--- config.mk ---
export PLATFORM = sky130hd
export DESIGN_NAME = video_scanline_mixer
export DESIGN_NICKNAME = d
export VERILOG_FILES = /design/src/rtl/video_scanline_mixer.sv
export SDC_FILE = /design/constraint.sdc
export NUM_CORES = 1
export LEC_CHECK = 0
export ABC_AREA = 1
export BUFFER_PORTS_ARGS = -buffer_cell sky130_fd_sc_hd__buf_2
export CORE_UTILIZATION = 30
export DETAILED_ROUTE_END_ITERATION = 12
export PLACE_DENSITY = 0.51
export SKIP_CTS_REPAIR_TIMING = 1
export SYNTH_ARGS = -nofsm -noshare
export SYNTH_HDL_FRONTEND = slang
export SYNTH_SLANG_ARGS = --single-unit
--- constraint.sdc ---
create_clock -name clk_sys -period 8.5 [get_ports clk_sys]
set_input_delay 0.85 -clock clk_sys [delete_from_list [all_inputs] [get_ports clk_sys]]
set_output_delay 0.85 -clock clk_sys [all_outputs]
set_load 0.03 [all_outputs]
--- src/rtl/video_scanline_mixer.sv ---
// rtl/video_scanline_mixer.sv - native-depth RGB to 8-bit VGA output stage with scanlines
module video_scanline_mixer #(
    parameter int DW          = 8,
    parameter int LINE_W      = 11,
    parameter int BLANK_BLACK = 1
) (
    input  logic              clk_sys,
    input  logic              reset_n,
    input  logic              ce_pix,
    input  logic [DW-1:0]     r,
    input  logic [DW-1:0]     g,
    input  logic [DW-1:0]     b,
    input  logic              mono,
    input  logic              HSync,
    input  logic              VSync,
    input  logic              HBlank,
    input  logic              VBlank,
    input  logic [3:0]        sl_level,
    input  logic              sl_phase,
    output logic              ce_pix_out,
    output logic [7:0]        VGA_R,
    output logic [7:0]        VGA_G,
    output logic [7:0]        VGA_B,
    output logic              VGA_HS,
    output logic              VGA_VS,
    output logic              VGA_DE,
    output logic [LINE_W-1:0] line_cnt
);

    logic [7:0] r8, g8, b8;

    generate
        if (DW == 8) begin : g_full
            logic unused_mono;
            assign unused_mono = mono;
            assign r8 = r;
            assign g8 = g;
            assign b8 = b;
        end else if (DW == 4) begin : g_nibble
            assign r8 = mono ? {g, r} : {r, r};
            assign g8 = mono ? {g, r} : {g, g};
            assign b8 = mono ? {g, r} : {b, b};
        end else begin : g_replicate
            logic unused_mono;
            assign unused_mono = mono;
            assign r8 = {r, r[DW-1 -: 8-DW]};
            assign g8 = {g, g[DW-1 -: 8-DW]};
            assign b8 = {b, b[DW-1 -: 8-DW]};
        end
    endgenerate

    // Stage 1 keeps the scanline controls alongside the pixel so a mid-line change hits exactly one pixel.
    logic [7:0]        r1, g1, b1;
    logic              hs1, vs1, hde1, vde1, ce1, ph1;
    logic [3:0]        lvl1;
    logic              hs_d, vs_d, hde_d;
    logic              flag;
    logic              frame_valid;
    logic [LINE_W-1:0] run_cnt;

    always_ff @(posedge clk_sys) begin
        if (!reset_n) begin
            r1    <= '0;
            g1    <= '0;
            b1    <= '0;
            hs1   <= 1'b0;
            vs1   <= 1'b0;
            hde1  <= 1'b0;
            vde1  <= 1'b0;
            ce1   <= 1'b0;
            ph1   <= 1'b0;
            lvl1  <= '0;
            hs_d  <= 1'b0;
            vs_d  <= 1'b0;
            hde_d <= 1'b0;
        end else begin
            r1    <= r8;
            g1    <= g8;
            b1    <= b8;
            hs1   <= HSync;
            vs1   <= VSync;
            hde1  <= ~HBlank;
            vde1  <= ~VBlank;
            ce1   <= ce_pix;
            ph1   <= sl_phase;
            lvl1  <= sl_level;
            hs_d  <= hs1;
            vs_d  <= vs1;
            hde_d <= hde1;
        end
    end

    function automatic logic [7:0] atten(input logic [7:0] c, input logic [3:0] lvl);
        logic [11:0] p;
        p = 12'(c) * 12'(5'd16 - {1'b0, lvl});
        return p[11:4];
    endfunction

    logic       hs_fall, vs_fall, hde_rise, hde_fall, counted;
    logic       flag_nx, de_nx, dim, blank;
    logic [7:0] r_o, g_o, b_o;

    assign hs_fall  = hs_d & ~hs1;
    assign vs_fall  = vs_d & ~vs1;
    assign hde_rise = hde1 & ~hde_d;
    assign hde_fall = ~hde1 & hde_d;
    assign counted  = hde_rise & vde1;

    // The new parity applies to the first pixel of the new line, hence the combinational next value.
    assign flag_nx = vs_fall ? ph1 : (hs_fall ? ~flag : flag);
    assign de_nx   = hde_rise ? vde1 : (hde_fall ? 1'b0 : VGA_DE);
    assign dim     = flag_nx && (lvl1 != 4'd0);
    assign blank   = (BLANK_BLACK != 0) && !de_nx;

    assign r_o = blank ? 8'd0 : (dim ? atten(r1, lvl1) : r1);
    assign g_o = blank ? 8'd0 : (dim ? atten(g1, lvl1) : g1);
    assign b_o = blank ? 8'd0 : (dim ? atten(b1, lvl1) : b1);

    always_ff @(posedge clk_sys) begin
        if (!reset_n) begin
            VGA_R       <= '0;
            VGA_G       <= '0;
            VGA_B       <= '0;
            VGA_HS      <= 1'b0;
            VGA_VS      <= 1'b0;
            VGA_DE      <= 1'b0;
            ce_pix_out  <= 1'b0;
            flag        <= 1'b0;
            frame_valid <= 1'b0;
            run_cnt     <= '0;
            line_cnt    <= '0;
        end else begin
            VGA_R      <= r_o;
            VGA_G      <= g_o;
            VGA_B      <= b_o;
            VGA_HS     <= hs1;
            VGA_VS     <= vs1;
            VGA_DE     <= de_nx;
            ce_pix_out <= ce1;
            flag       <= flag_nx;
            // A frame only publishes once it started on a VS fall seen since reset.
            if (vs_fall) begin
                if (frame_valid) line_cnt <= run_cnt;
                frame_valid <= 1'b1;
                run_cnt     <= counted ? LINE_W'(1) : '0;
            end else if (counted && run_cnt != '1) begin
                run_cnt <= run_cnt + 1'b1;
            end
        end
    end

endmodule

### Word level (Yosys, flattened, before mapping)

Cells that the tools add are included.

| storage, ports and cells | value |
|---|---|
| bits in registers | 87 |
| bits in latches | 0 |
| bits in writable memories | 0 |
| ROM bits | 0 |
| bits of input ports | 37 |
| output and inout bits | 39 |
| memories | 0 |

| operators by class | value |
|---|---|
| add/sub/neg operators | 2 |
| multiply operators | 3 |
| divide/modulo/power cells | 0 |
| magnitude comparators | 0 |
| eq/ne operators | 1 |
| shift-type cells | 0 |
| muxes and demuxes | 10 |
| bitwise logic cells | 12 |
| reductions and logical operators | 6 |

Operator list:

| kind | number |
|---|---|
| $mul 8x12->12 | 2 |
| $mux 8 | 3 |
| $mux 11 | 2 |
| $mul 9x6->12 | 1 |
| $add 11x1->11 const B | 1 |
| $ne 11x11->1 const B | 1 |
| $not 1->1 | 7 |
| $sub 5x4->6 const A | 1 |
| $and 1x1->1 | 5 |
| $mux 1 | 5 |
| $reduce_and 2->1 | 2 |
| $reduce_bool 4->1 | 1 |
| $logic_and 1x1->1 | 2 |
| $reduce_bool 2->1 | 1 |

### Longest topological paths before layout

Gate-level depths: netlist of the first run.

| depth | value |
|---|---|
| word-level depth | 6 |
| mapped depth | 25 |

### Least setup slack after synthesis of the first run

No wires, ideal clock.

| timing | value |
|---|---|
| kind | reg2reg |
| start point | register lvl1[0] |
| end point | register VGA_G[6] |
| data arrival time | 4048 ps |
| setup slack | 4343 ps |
| stages on the path, launching flop included | 19 |
| path buffers | 2 |
| period minus slack after synthesis | 4157 ps |
| cell sequence | dfxtp_1 -> inv_1 -> ha_1 -> buf_2 -> buf_1 -> nand2_1 -> fa_1 -> fa_1 -> inv_1 -> fa_1 -> ha_1 -> ha_1 -> a21o_1 -> a21boi_0 -> nand2_1 -> nand2_1 -> nand3_2 -> nand2_1 -> inv_1 |

| on the way | value |
|---|---|
| word-level cells in the longest chain between the ends | 3 |
| elaborated cells on any way between the ends | 5 |
| those cells by class | add/sub (1); mul (1); mux (1); reduce/logical (2) |

RTL lines:

| item | line | text |
|---|---|---|
| start: declaration | 55 | `logic [3:0] lvl1;` |
| start signal: assignment | 86 | `lvl1 <= sl_level;` |
| $sub 5x4->6 / $reduce_bool 4->1 (equally long branches) | 95, 112 |  |
| $mul 8x12->12 / $logic_and 1x1->1 (equally long branches) | 95, 112 |  |
| $mux 8 * | 116 | `assign g_o = blank ? 8'd0 : (dim ? atten(g1, lvl1) : g1);` |
| end signal: assignment | 134 | `VGA_G <= g_o;` |
| end: declaration | 22 | `output logic [7:0] VGA_G,` |

Every way passes the cells marked *; elsewhere a longest branch is shown, timed or not.
A chain may end at the register's enable or synchronous reset.

### Worst setup path in the final report of the first run

| timing | value |
|---|---|
| start point | register lvl1[0] |
| end point | register VGA_R[7] |

| on the way | value |
|---|---|
| word-level cells in the longest chain between the ends | 3 |
| elaborated cells on any way between the ends | 5 |
| those cells by class | add/sub (1); mul (1); mux (1); reduce/logical (2) |

RTL lines:

| item | line | text |
|---|---|---|
| $sub 5x4->6 / $reduce_bool 4->1 (equally long branches) | 95, 112 |  |
| $mul 8x12->12 / $logic_and 1x1->1 (equally long branches) | 95, 112 |  |
| $mux 8 * | 115 | `assign r_o = blank ? 8'd0 : (dim ? atten(r1, lvl1) : r1);` |
| end signal: assignment | 133 | `VGA_R <= r_o;` |
| end: declaration | 21 | `output logic [7:0] VGA_R,` |

Marked as above.

==> key figures, run 1 <==
Outcome
  – Status: complete, no violations

Clock network
  – Root Driver: clkbuf_16
  – Num CTS Buffers: 9
  – Clock Tree Buf Depth: 2
  – # H-tree levels: 3
  – Clock Sinks: 87
  – CTS tree: done
  – Clk pin slew, worst setup/hold paths: 70 ps
  – Clock Latency Late Sink: 350 ps

Timing
  – RSZ-0062 raised after global routing: no
  – FMAX: around 190 MHz
  – Tmin final: just over 5000 ps
  – # setup viols final: 0
  – Tcrit/Tclk final: about three fifths
  – Max_slew headroom: between 40% and 50%
  – Worst-Margin Slew: a little over 800 ps
  – Post-route setup TNS: 0 ps
  – Final hold violations: 0
  – Final Slew Violations: 0
  – Max Clock Skew: roughly 10 ps

Pwr
  – PwrDens: 142 nW/um^2
  – Int Pwr: roughly 0.74 mW
  – Combinational share of power: a little over a quarter
  – Seq pwr share: 37.5%
  – Clk pwr share: 35.5%
  – Peak supply drop: 0.0699 mV
  – Sw Ratio: 35.5%
  – P_sw: slightly above 0.4 mW
  – LEAKAGE: 4.73 nW

Setup path
  – Kind of critical path: reg -> reg
  – Worst EP required: 8750 ps
  – Worst Path Arrival: between 5000 and 6000 ps
  – Max FO, Critical Path: 22
  – CP Capture Type: flop
  – Crit start category: flop

Synth
  – Ys async rst share: 0%
  – Main synth FF type: dfxtp_1
  – Yosys reg bits: 87
  – Warnings from Yosys: 0
  – Syn nets: 1153
  – XOR/XNOR share of the synthesized area: 2.48%
  – Sequential element share of the synthesized area: about 25%
  – EDFF count, synth: 0
  – Cell Area, Synth: ~7100 sq um
  – Number of distinct library cells after synthesis: 33
  – Post-synthesis compound-gate area fraction: between 6 and 7%
  – Multiplexer share of the synthesized area: 0%
  – Post-synthesis average cell area: approximately 7 sq um
  – Simple-gate portion of the synthesized area: 23.3%
  – Adder-cell share of the synthesized area: 28.6%
  – Largest family of logic cells by synthesized area: adder cells
  – Syn Inst Count: just under 1000

Routing
  – Post-DRT Antenna Nets: 0
  – Post-Route WL: about 16 mm
  – Vias per cell: 4.25
  – Drt first pass iters: 4
  – DR DRC count: 0
  – Wirelength per Cell: 11.8 microns
  – DRT iter0 DRCs: 224
  – Via count: 5821

Global routing
  – Gr ovfl total: 0
  – Met1 Usage GRT: 19.1%
  – Largest net degree at the start of global routing: 39
  – GRT met3 Usage: 2.56%
  – Vias in the first global route: approximately 5800
  – Gr busiest metal: met2
  – Initial antenna violation count: 0
  – First-pass GRT wire length: 27.4 mm
  – Total GRT Usage: roughly 14%
  – GR Layer Usage met2: around a quarter

Die
  – Die X: roughly 160 microns
  – Placeable Area: 22800 sq um
  – Starting Density: 30.9%
  – Site Rows: between 50 and 60
  – Die ar.: 24100 sq um
  – I/O pin count: 76
  – Die Height: 155 microns

Final layout
  – Final Cell Area: 8050 sq um
  – Final core occ: a little over a third
  – P&R area growth vs syn: 14.0%
  – Final net count: between 1000 and 1500
  – Share of cells above drive strength 1: 10.5%

Placed design
  – Post-DP HPWL: about 12 mm
  – Placed inst area: 7740 sq um
  – Port buffer count: 74
  – GPL Wtd Cong: ~0.80

Hold path
  – Hold crit path type: reg -> reg

Run
  – Maxcap violations: 0
## worst max-delay path: stages (launching register included)
cell and delay, ps:
dfxtp_1 310, buf_4 260, inv_1 100, ha_1 230
xnor2_1 380, inv_1 500, nor2_1 280, fa_1 430
ha_1 290, inv_1 50, fa_1 500, fa_1 550
inv_1 40, ha_1 350, a21oi_1 210, nand2_1 120
nand2_1 90, nand2_1 90, nand3_1 100, nand3_2 70
nand2_1 60, inv_1 40
## per-stage QoR
step / setup WS, ps / power [mW] / hold WS (ps) / cells
after floorplan: 4340 / 0.675 / 390 / 986
after global placement: 3340 / 0.752 / 407 / 1353
after detailed placement: 3310 / 0.753 / 412 / 1353
after CTS: 3290 / 1.17 / 427 / 1369
after global routing: 2860 / 1.23 / 443 / 1369
final: 3370 / 1.15 / 424 / 1370
## registers in the layout (all words and copies together), names as in the netlist, 8 cells and up
register  cells
VGA_B         8
VGA_G         8
VGA_R         8
b1            8
g1            8
line_cnt     11
r1            8
run_cnt      11
## kinds of logic (layout without fill, tap and decap cells)
| logic type | Yosys count | count (layout) |
|---|---|---|
| and+or+nand+nor | 401 | 401 |
| buffers and inverters | 267 | 337 |
| adders and majority gates | 130 | 130 |
| DFF | 87 | 87 |
| AOI/OAI and AO/OA | 81 | 81 |
| xor gates and xnor gates | 20 | 20 |
| other | 0 | 1 |
## placed cells by master (no fill, tap or decap)
cell type,n
a211oi_1,1
a21boi_0,2
a21o_1,7
a21oi_1,47
a21oi_2,3
a31o_2,1
and3_1,1
buf_2,74
buf_4,4
clkbuf_16,9
clkinv_4,2
clkinv_8,1
dfxtp_1,87
diode_2,1
fa_1,52
ha_1,78
inv_1,240
inv_2,2
inv_4,1
inv_6,2
inv_8,2
nand2_1,213
nand2_2,1
nand3_1,43
nand3_2,4
nand3_4,1
nand3b_1,3
nand4_1,6
nor2_1,123
nor2_4,1
nor3_1,4
o21ai_0,19
o21ai_2,1
or2_4,1
xnor2_1,7
xor2_1,12
xor2_2,1
## synth_stat cells, drive strengths merged, types with 3 or more instances
| master | instances | area share [%] |
|---|---|---|
| a21o | 7 | 0.74 |
| xnor2 | 7 | 0.87 |
| nand2 | 214 | 11 |
| a21oi | 50 | 3.7 |
| buf | 11 | 0.97 |
| nand3 | 48 | 3.9 |
| nor2 | 124 | 6.7 |
| clkbuf | 13 | 0.69 |
| nor3 | 4 | 0.28 |
| fa | 52 | 15 |
| ha | 78 | 14 |
| nand4 | 6 | 0.53 |
| inv | 243 | 13 |
| xor2 | 13 | 1.6 |
| o21ai | 20 | 1.5 |
| nand3b | 3 | 0.32 |
| dfxtp | 87 | 25 |
## power groups by stage
stage                     registers [mW]  logic, mW  clock network (mW)
after floorplan                    0.441      0.234                   0
after global placement             0.439      0.313                   0
after detailed placement           0.439      0.314                   0
after CTS                          0.430      0.317               0.426
after global routing               0.431      0.362               0.441
final                              0.429      0.310               0.407
## layout make-up
type	instances	area (sq um)
timing repair buffer	78	400
clock buffer	9	225
sequential	87	1740
tap	313	392
multi-input combinational	632	4300
antenna	1	2.50
clock inverter	7	73.8
fill	2508	14800
inverter	243	915
## worst paths after layout
| path | from | end | slack, ps | cells past startpoint |
|---|---|---|---|---|
| worst max register to register | lvl1[0]$_SDFF_PN0_ | VGA_R[7]$_SDFF_PN0_ | 3370 | 21 |
| worst max-delay path | lvl1[0]$_SDFF_PN0_ | VGA_R[7]$_SDFF_PN0_ | 3370 | 21 |
| worst min-delay path | hs1$_SDFF_PN0_ | VGA_HS$_SDFF_PN0_ | 420 | 2 |
| worst min register to register | hs1$_SDFF_PN0_ | VGA_HS$_SDFF_PN0_ | 420 | 2 |
## metal layers
metal / part of all wire [%] / wire length (microns)
met5: 0 / 0
met4: 1.5 / 244
met3: 3.7 / 599
met2: 45 / 7280
met1: 50 / 8080
No activity file was read; power rests on OpenSTA's default activity.
==> inputs of run 2 (changes only) <==
==> constraint.sdc (replaced) <==
create_clock -name clk_sys -period 5.1 [get_ports clk_sys]
set_input_delay 0.51 -clock clk_sys [delete_from_list [all_inputs] [get_ports clk_sys]]
set_output_delay 0.51 -clock clk_sys [all_outputs]
set_load 0.03 [all_outputs]
==> run 2 against run 1 <==
  * Sequential cell count unchanged
  * Clock skew barely moved
  * Sequential share of layout area fell by 0.080 points
  * Largest cell class unchanged
==> key figures, run 2 (synthesis gave the netlist of run 1 again) <==
Final layout
  – P&R area growth vs syn: 14.4%
  – Final core occ: 35.3% (+0.13 points)
  – Share of cells above drive strength 1: 10.9% (+0.42 points)
  – Biggest regs: line_cnt x11, run_cnt x11
  – Fillers: 2511 (+0.12%)
  – Most common cell after layout, fill and taps aside: inv_1
  – Diodes inserted: 0 (-1)
  – Final net count: 1223 (+0.41%)
  – Layout Cells excl Fill: 1374 (+0.29%)
  – Most frequent cells in the layout: 240 x inv_1, 213 x nand2_1, 123 x nor2_1, 87 x dfxtp_1, 78 x ha_1

Pwr
  – Peak supply drop: 0.163 mV (+130%)
  – LEAKAGE: 4.75 nW (+0.49%)
  – PwrDens: 237 nW/um^2 (+66%)

Routing
  – Met2 Routed Length: 7.21 mm (-0.96%)
  – Metal3 WL: 650 microns (+8.5%)
  – Drt first pass iters: 4 (unchanged)
  – Post-DRT Antenna Nets: 0 (unchanged)
  – DRT iter0 DRCs: 195 (-13%)
  – WL met1: 8.28 mm (+2.5%)
  – Via count: 5840 (+0.33%)
  – Highest Signal Layer: met4
  – Wirelength per Cell: 11.9 microns (+0.56%)
  – Post-Route WL: 16.3 mm (+0.85%)
  – DR DRC count: 0 (unchanged)
  – Vias per cell: 4.25 (about the same)

Timing
  – Final hold violations: 0 (unchanged)
  – Tmin final: 4400 ps (-730 ps)
  – Worst-Margin Slew: 762 ps (-60.5 ps)
  – Max Clock Skew: 10.3 ps (-0.145 ps)
  – RSZ-0062 raised after global routing: no
  – # setup viols final: 0 (unchanged)
  – Post-route setup TNS: 0 ps (unchanged)
  – FMAX: 227 MHz (+17%)
  – Final Slew Violations: 0 (unchanged)
  – Tcrit/Tclk final: 86.3% (+26 points)
  – Max_slew headroom: 49.2% (+4.1 points)

Global routing
  – First-pass GRT wire length: 27.3 mm (-0.43%)
  – Total GRT Usage: 14.4% (-0.032 points)
  – Initial antenna violation count: 0 (unchanged)
  – Largest net degree at the start of global routing: 39 (unchanged)
  – Gr ovfl total: 0 (unchanged)
  – Vias in the first global route: 5715 (-0.87%)

Clock network
  – Clock Latency Late Sink: 350 ps (about the same)
  – # H-tree levels: 3 (unchanged)
  – CTS tree: done
  – Clk pin slew, worst setup/hold paths: 80 ps (about the same)
  – Clock Tree Buf Depth: 2 (unchanged)
  – Root Driver: clkbuf_16
  – Num CTS Buffers: 9 (unchanged)
  – Clock Sinks: 87 (unchanged)

Die
  – Site Rows: 55 (unchanged)
  – I/O pin count: 76 (unchanged)
  – Starting Density: 30.9% (unchanged)
  – Die Height: 155 microns (unchanged)
  – Placeable Area: 22800 sq um (unchanged)
  – Die X: 155 microns (unchanged)
  – Die ar.: 24100 sq um (unchanged)

Setup path
  – Origin of the worst setup path: lvl1[0]$_SDFF_PN0_
  – Family with the most delay on the worst path: adder cells
  – Worst Path Arrival: 4610 ps (-770 ps)
  – CP Capture Type: flop
  – Worst Path Buf+Inv: 4 (-2)
  – Max FO, Critical Path: 13 (-41%)
  – CP peak stage delay: 540 ps (about the same)
  – Max stage delay cell, worst path: fa_1
  – R2R Setup Slk: 700 ps (-2670 ps)
  – Kind of critical path: reg -> reg
  – R2R Path End: VGA_R[3]$_SDFF_PN0_
  – Worst EP required: 5310 ps (-3440 ps)
  – RR Startpoint: lvl1[0]$_SDFF_PN0_
  – CP Depth: 17 (-19%)
  – Crit start category: flop
  – Crit path top cell by count: inv_1
  – CP cell instances: inv_1 -> ha_1 -> xnor2_1 -> inv_1 -> nor2_1 -> fa_1 -> ha_1 -> inv_1 -> fa_1 -> fa_1 -> inv_1 -> ha_1 -> a21oi_1 -> nand2_1 -> xor2_1 -> o21ai_0 -> a21oi_1
  – Worst-case reg-to-reg path depth: 17 (-19%)

Placed design
  – Placed insts: 1358 (+0.37%)
  – Port buffer count: 74 (unchanged)
  – Post-DP HPWL: 12.5 mm (+0.40%)
  – GPL Wtd Cong: 0.839 (+4.4%)

Hold path
  – Hold Path Depth: 2 (unchanged)
  – Worst hold endpoint: hde1$_SDFF_PN0_
  – Worst Hold Launch: HBlank
  – Hold crit path type: in -> reg

Run
  – Maxcap violations: 0 (unchanged)

Outcome
  – Status: complete, no violations
[run 2: changes by cell type in the layout (fill, tap and decap cells not counted), sizes merged]
cell / previous run / this run
buf: 78 / 83
clkinv: 3 / 2
diode: 1 / 0
inv: 247 / 248
[run 2: cell type report]
class	count	area (sq um)	share of cell area, %
timing repair buffer	83	438	5.42
clock inverter	7	68.8	0.852
multi-input combinational	632	4300	53.2
inverter	243	915	11.3
sequential	87	1740	21.6
tap	313	392	4.85
clock buffer	9	225	2.79
[run 2: worst max-delay path by stage]
stage | slack (ps) | end
3_5_place_dp | 670 | VGA_R[7]$_SDFF_PN0_
6_report | 700 | VGA_R[3]$_SDFF_PN0_
5_1_grt | 340 | VGA_R[7]$_SDFF_PN0_
2_1_floorplan | 940 | VGA_G[6]$_SDFF_PN0_
3_3_place_gp | 660 | VGA_R[7]$_SDFF_PN0_
4_1_cts | 670 | VGA_R[7]$_SDFF_PN0_
[run 2: power breakdown]
part	total, mW	internal [mW]	switching (mW)
logic	0.525	0.190	0.335
registers	0.716	0.700	0.0164
clock network	0.673	0.347	0.326
[run 2: per-layer routing]
| metal | up-vias | track usage, % |
|---|---|---|
| li1 | 3087 | - |
| met1 | 2655 | 19.4 |
| met2 | 89 | 23.5 |
| met3 | 9 | 2.59 |
| met4 | 0 | 3.83 |
| met5 | - | 0 |
[run 2: through the flow]
step	cell area (sq um)	setup WS, ps	hold slack [ps]	power [mW]
finish	8080	698	305	1.91
global route	8080	341	296	2.06
CTS	8080	668	294	1.95
detailed placement	7780	674	404	1.26
global placement	7780	665	392	1.26
floorplan	7060	943	390	1.12
[run 2: worst register-to-register path, stage by stage (launching register included)]
cell and delay [ps]:
dfxtp_1 330, inv_1 60, ha_1 220, xnor2_1 150
inv_1 390, nor2_1 120, fa_1 500, ha_1 290
inv_1 50, fa_1 500, fa_1 540, inv_1 40
ha_1 350, a21oi_1 210, nand2_1 120, xor2_1 150
o21ai_0 160, a21oi_1 90
==> inputs of run 3 (changes only) <==
==> constraint.sdc (replaced) <==
create_clock -name clk_sys -period 5.4 [get_ports clk_sys]
set_input_delay 0.54 -clock clk_sys [delete_from_list [all_inputs] [get_ports clk_sys]]
set_output_delay 0.54 -clock clk_sys [all_outputs]
set_load 0.03 [all_outputs]
==> run 3 against run 2 <==
  * Final cell count down 0.22%
  * Core utilization down 0.088 points
  * Critical endpoint is now VGA_G[5]$_SDFF_PN0_
  * Sequential share of layout area up 0.054 points
  * Critical path type unchanged
  * Die area unchanged
  * Clock-buffer cell count unchanged
  * Clock power down 5.3%
==> key figures, run 3 (synthesis gave the netlist of run 1 again) <==
Timing
  – Post-route setup TNS: 0 ps (unchanged)
  – Final hold violations: 0 (unchanged)
  – Max Clock Skew: 12.9 ps (+2.63 ps)
  – Tmin final: 4700 ps (+301 ps)
  – FMAX: 213 MHz (-6.4%)
  – Worst-Margin Slew: 843 ps (+80.6 ps)
  – # setup viols final: 0 (unchanged)
  – Tcrit/Tclk final: 87.1% (+0.78 points)
  – Max_slew headroom: 43.8% (-5.4 points)
  – Hold slack: 351 ps (+45.8 ps)
  – RSZ-0062 raised after global routing: no
  – Final Slew Violations: 0 (unchanged)

Run
  – Maxcap violations: 0 (unchanged)

Setup path
  – Max FO, Critical Path: 12 (-1)
  – R2R Path End: VGA_G[5]$_SDFF_PN0_
  – R2R Setup Slk: 700 ps (about the same)
  – RR Startpoint: lvl1[0]$_SDFF_PN0_
  – Worst EP required: 5640 ps (+330 ps)
  – Worst-case reg-to-reg path depth: 19 (+2)
  – Kind of critical path: reg -> reg
  – Crit start category: flop
  – Worst Path Arrival: 4940 ps (+330 ps)
  – CP Capture Type: flop

Routing
  – Post-Route WL: 16.3 mm (unchanged)
  – Met2 Routed Length: 7.50 mm (+4.0%)
  – WL met1: 8.03 mm (-3.0%)
  – Metal3 WL: 686 microns (+5.5%)
  – Via count: 5800 (-0.68%)
  – Vias per cell: 4.23 (-0.47%)
  – Highest Signal Layer: met4
  – DRT iter0 DRCs: 202 (+3.6%)
  – Wirelength per Cell: 11.9 microns (+0.22%)
  – DR DRC count: 0 (unchanged)
  – Drt first pass iters: 4 (unchanged)
  – Post-DRT Antenna Nets: 0 (unchanged)

Hold path
  – Hold crit path type: in -> reg
  – Worst Hold Launch: HBlank
  – Worst hold endpoint: hde1$_SDFF_PN0_
  – Hold Path Depth: 2 (unchanged)

Clock network
  – Clk pin slew, worst setup/hold paths: 70 ps (about the same)
  – # H-tree levels: 3 (unchanged)
  – Root Driver: clkbuf_16
  – CTS tree: done
  – Num CTS Buffers: 9 (unchanged)
  – Clock Sinks: 87 (unchanged)
  – Clock Tree Buf Depth: 2 (unchanged)
  – Clock Latency Late Sink: 360 ps (about the same)

Global routing
  – Vias in the first global route: 5730 (+0.26%)
  – Initial antenna violation count: 0 (unchanged)
  – Gr ovfl total: 0 (unchanged)
  – First-pass GRT wire length: 27.3 mm (about the same)
  – Total GRT Usage: 14.4% (about the same)
  – Largest net degree at the start of global routing: 39 (unchanged)

Outcome
  – Status: complete, no violations

Pwr
  – Peak supply drop: 0.188 mV (+16%)
  – LEAKAGE: 4.74 nW (-0.28%)
  – Post-route total power: 1.80 mW (-5.8%)
  – PwrDens: 224 nW/um^2 (-5.5%)

Die
  – Placeable Area: 22800 sq um (unchanged)
  – Die X: 155 microns (unchanged)
  – I/O pin count: 76 (unchanged)
  – Die ar.: 24100 sq um (unchanged)
  – Starting Density: 30.9% (unchanged)
  – Site Rows: 55 (unchanged)
  – Die Height: 155 microns (unchanged)

Placed design
  – GPL Wtd Cong: 0.828 (-1.3%)
  – Placed inst area: 7760 sq um (-0.29%)
  – Post-DP HPWL: 12.6 mm (+0.15%)
  – Port buffer count: 74 (unchanged)
  – Placed insts: 1355 (-0.22%)

Final layout
  – Final Cell Area: 8060 sq um (-0.25%)
  – Most common cell after layout, fill and taps aside: inv_1
  – Biggest regs: line_cnt x11, run_cnt x11
  – Final net count: 1220 (-0.25%)
  – Layout Cells excl Fill: 1371 (-0.22%)
  – Diodes inserted: 0 (unchanged)
  – Share of cells above drive strength 1: 10.7% (-0.25 points)
  – Most frequent cells in the layout: 240 x inv_1, 213 x nand2_1, 123 x nor2_1, 87 x dfxtp_1, 78 x ha_1
  – P&R area growth vs syn: 14.1%
run 3: cell types whose count changed in the layout (fill, tap and decap cells not counted):
cell and delta:
inv_6 -1, inv_8 +1, buf_4 -3
run 3: final cells by class:
class	count	area (sq um)
fill	2540	14800
multi-input combinational	632	4300
sequential	87	1740
inverter	243	915
timing repair buffer	80	415
tap	313	392
clock buffer	9	225
clock inverter	7	71.3
run 3: worst max-delay path: stages (launching register included):
cell and delay (ps):
dfxtp_1 330, inv_1 60, ha_1 230, xnor2_1 410, inv_1 370, nor2_1 250, fa_1 430, ha_1 290
inv_1 50, fa_1 500, fa_1 540, inv_1 40, ha_1 350, a21oi_1 200, inv_1 60, nand2_1 50
nand3_1 80, xor2_1 150, nor2_1 140, nor2_1 70
run 3: power breakdown:
part,leakage (nW),internal (mW),switching (mW)
clock,0.148,0.329,0.308
sequential,0.712,0.661,0.0154
combinational,3.88,0.176,0.314
run 3: worst max-delay path by stage:
stage | start | depth (start not counted) | end | slack, ps
floorplan | lvl1[0]$_SDFF_PN0_ | 18 | VGA_G[6]$_SDFF_PN0_ | 1240
global placement | lvl1[0]$_SDFF_PN0_ | 17 | VGA_R[3]$_SDFF_PN0_ | 740
detailed placement | lvl1[0]$_SDFF_PN0_ | 17 | VGA_R[3]$_SDFF_PN0_ | 660
CTS | lvl1[0]$_SDFF_PN0_ | 17 | VGA_R[3]$_SDFF_PN0_ | 640
global route | lvl1[0]$_SDFF_PN0_ | 20 | VGA_G[7]$_SDFF_PN0_ | 390
finish | lvl1[0]$_SDFF_PN0_ | 19 | VGA_G[5]$_SDFF_PN0_ | 700
run 3: per-stage QoR:
stage | worst slack [ps] | util [%]
floorplan | 1240 | -
global placement | 738 | 34.0
CTS | 635 | 35.3
global route | 391 | 35.3
detailed placement | 661 | 34.0
finish | 697 | 35.3
run 3: per-layer routing:
layer / vias up / GRT usage [%]
li1: 3073 / -
met1: 2609 / 19.4
met2: 110 / 23.7
met3: 8 / 2.70
met4: 0 / 3.03
met5: - / 0
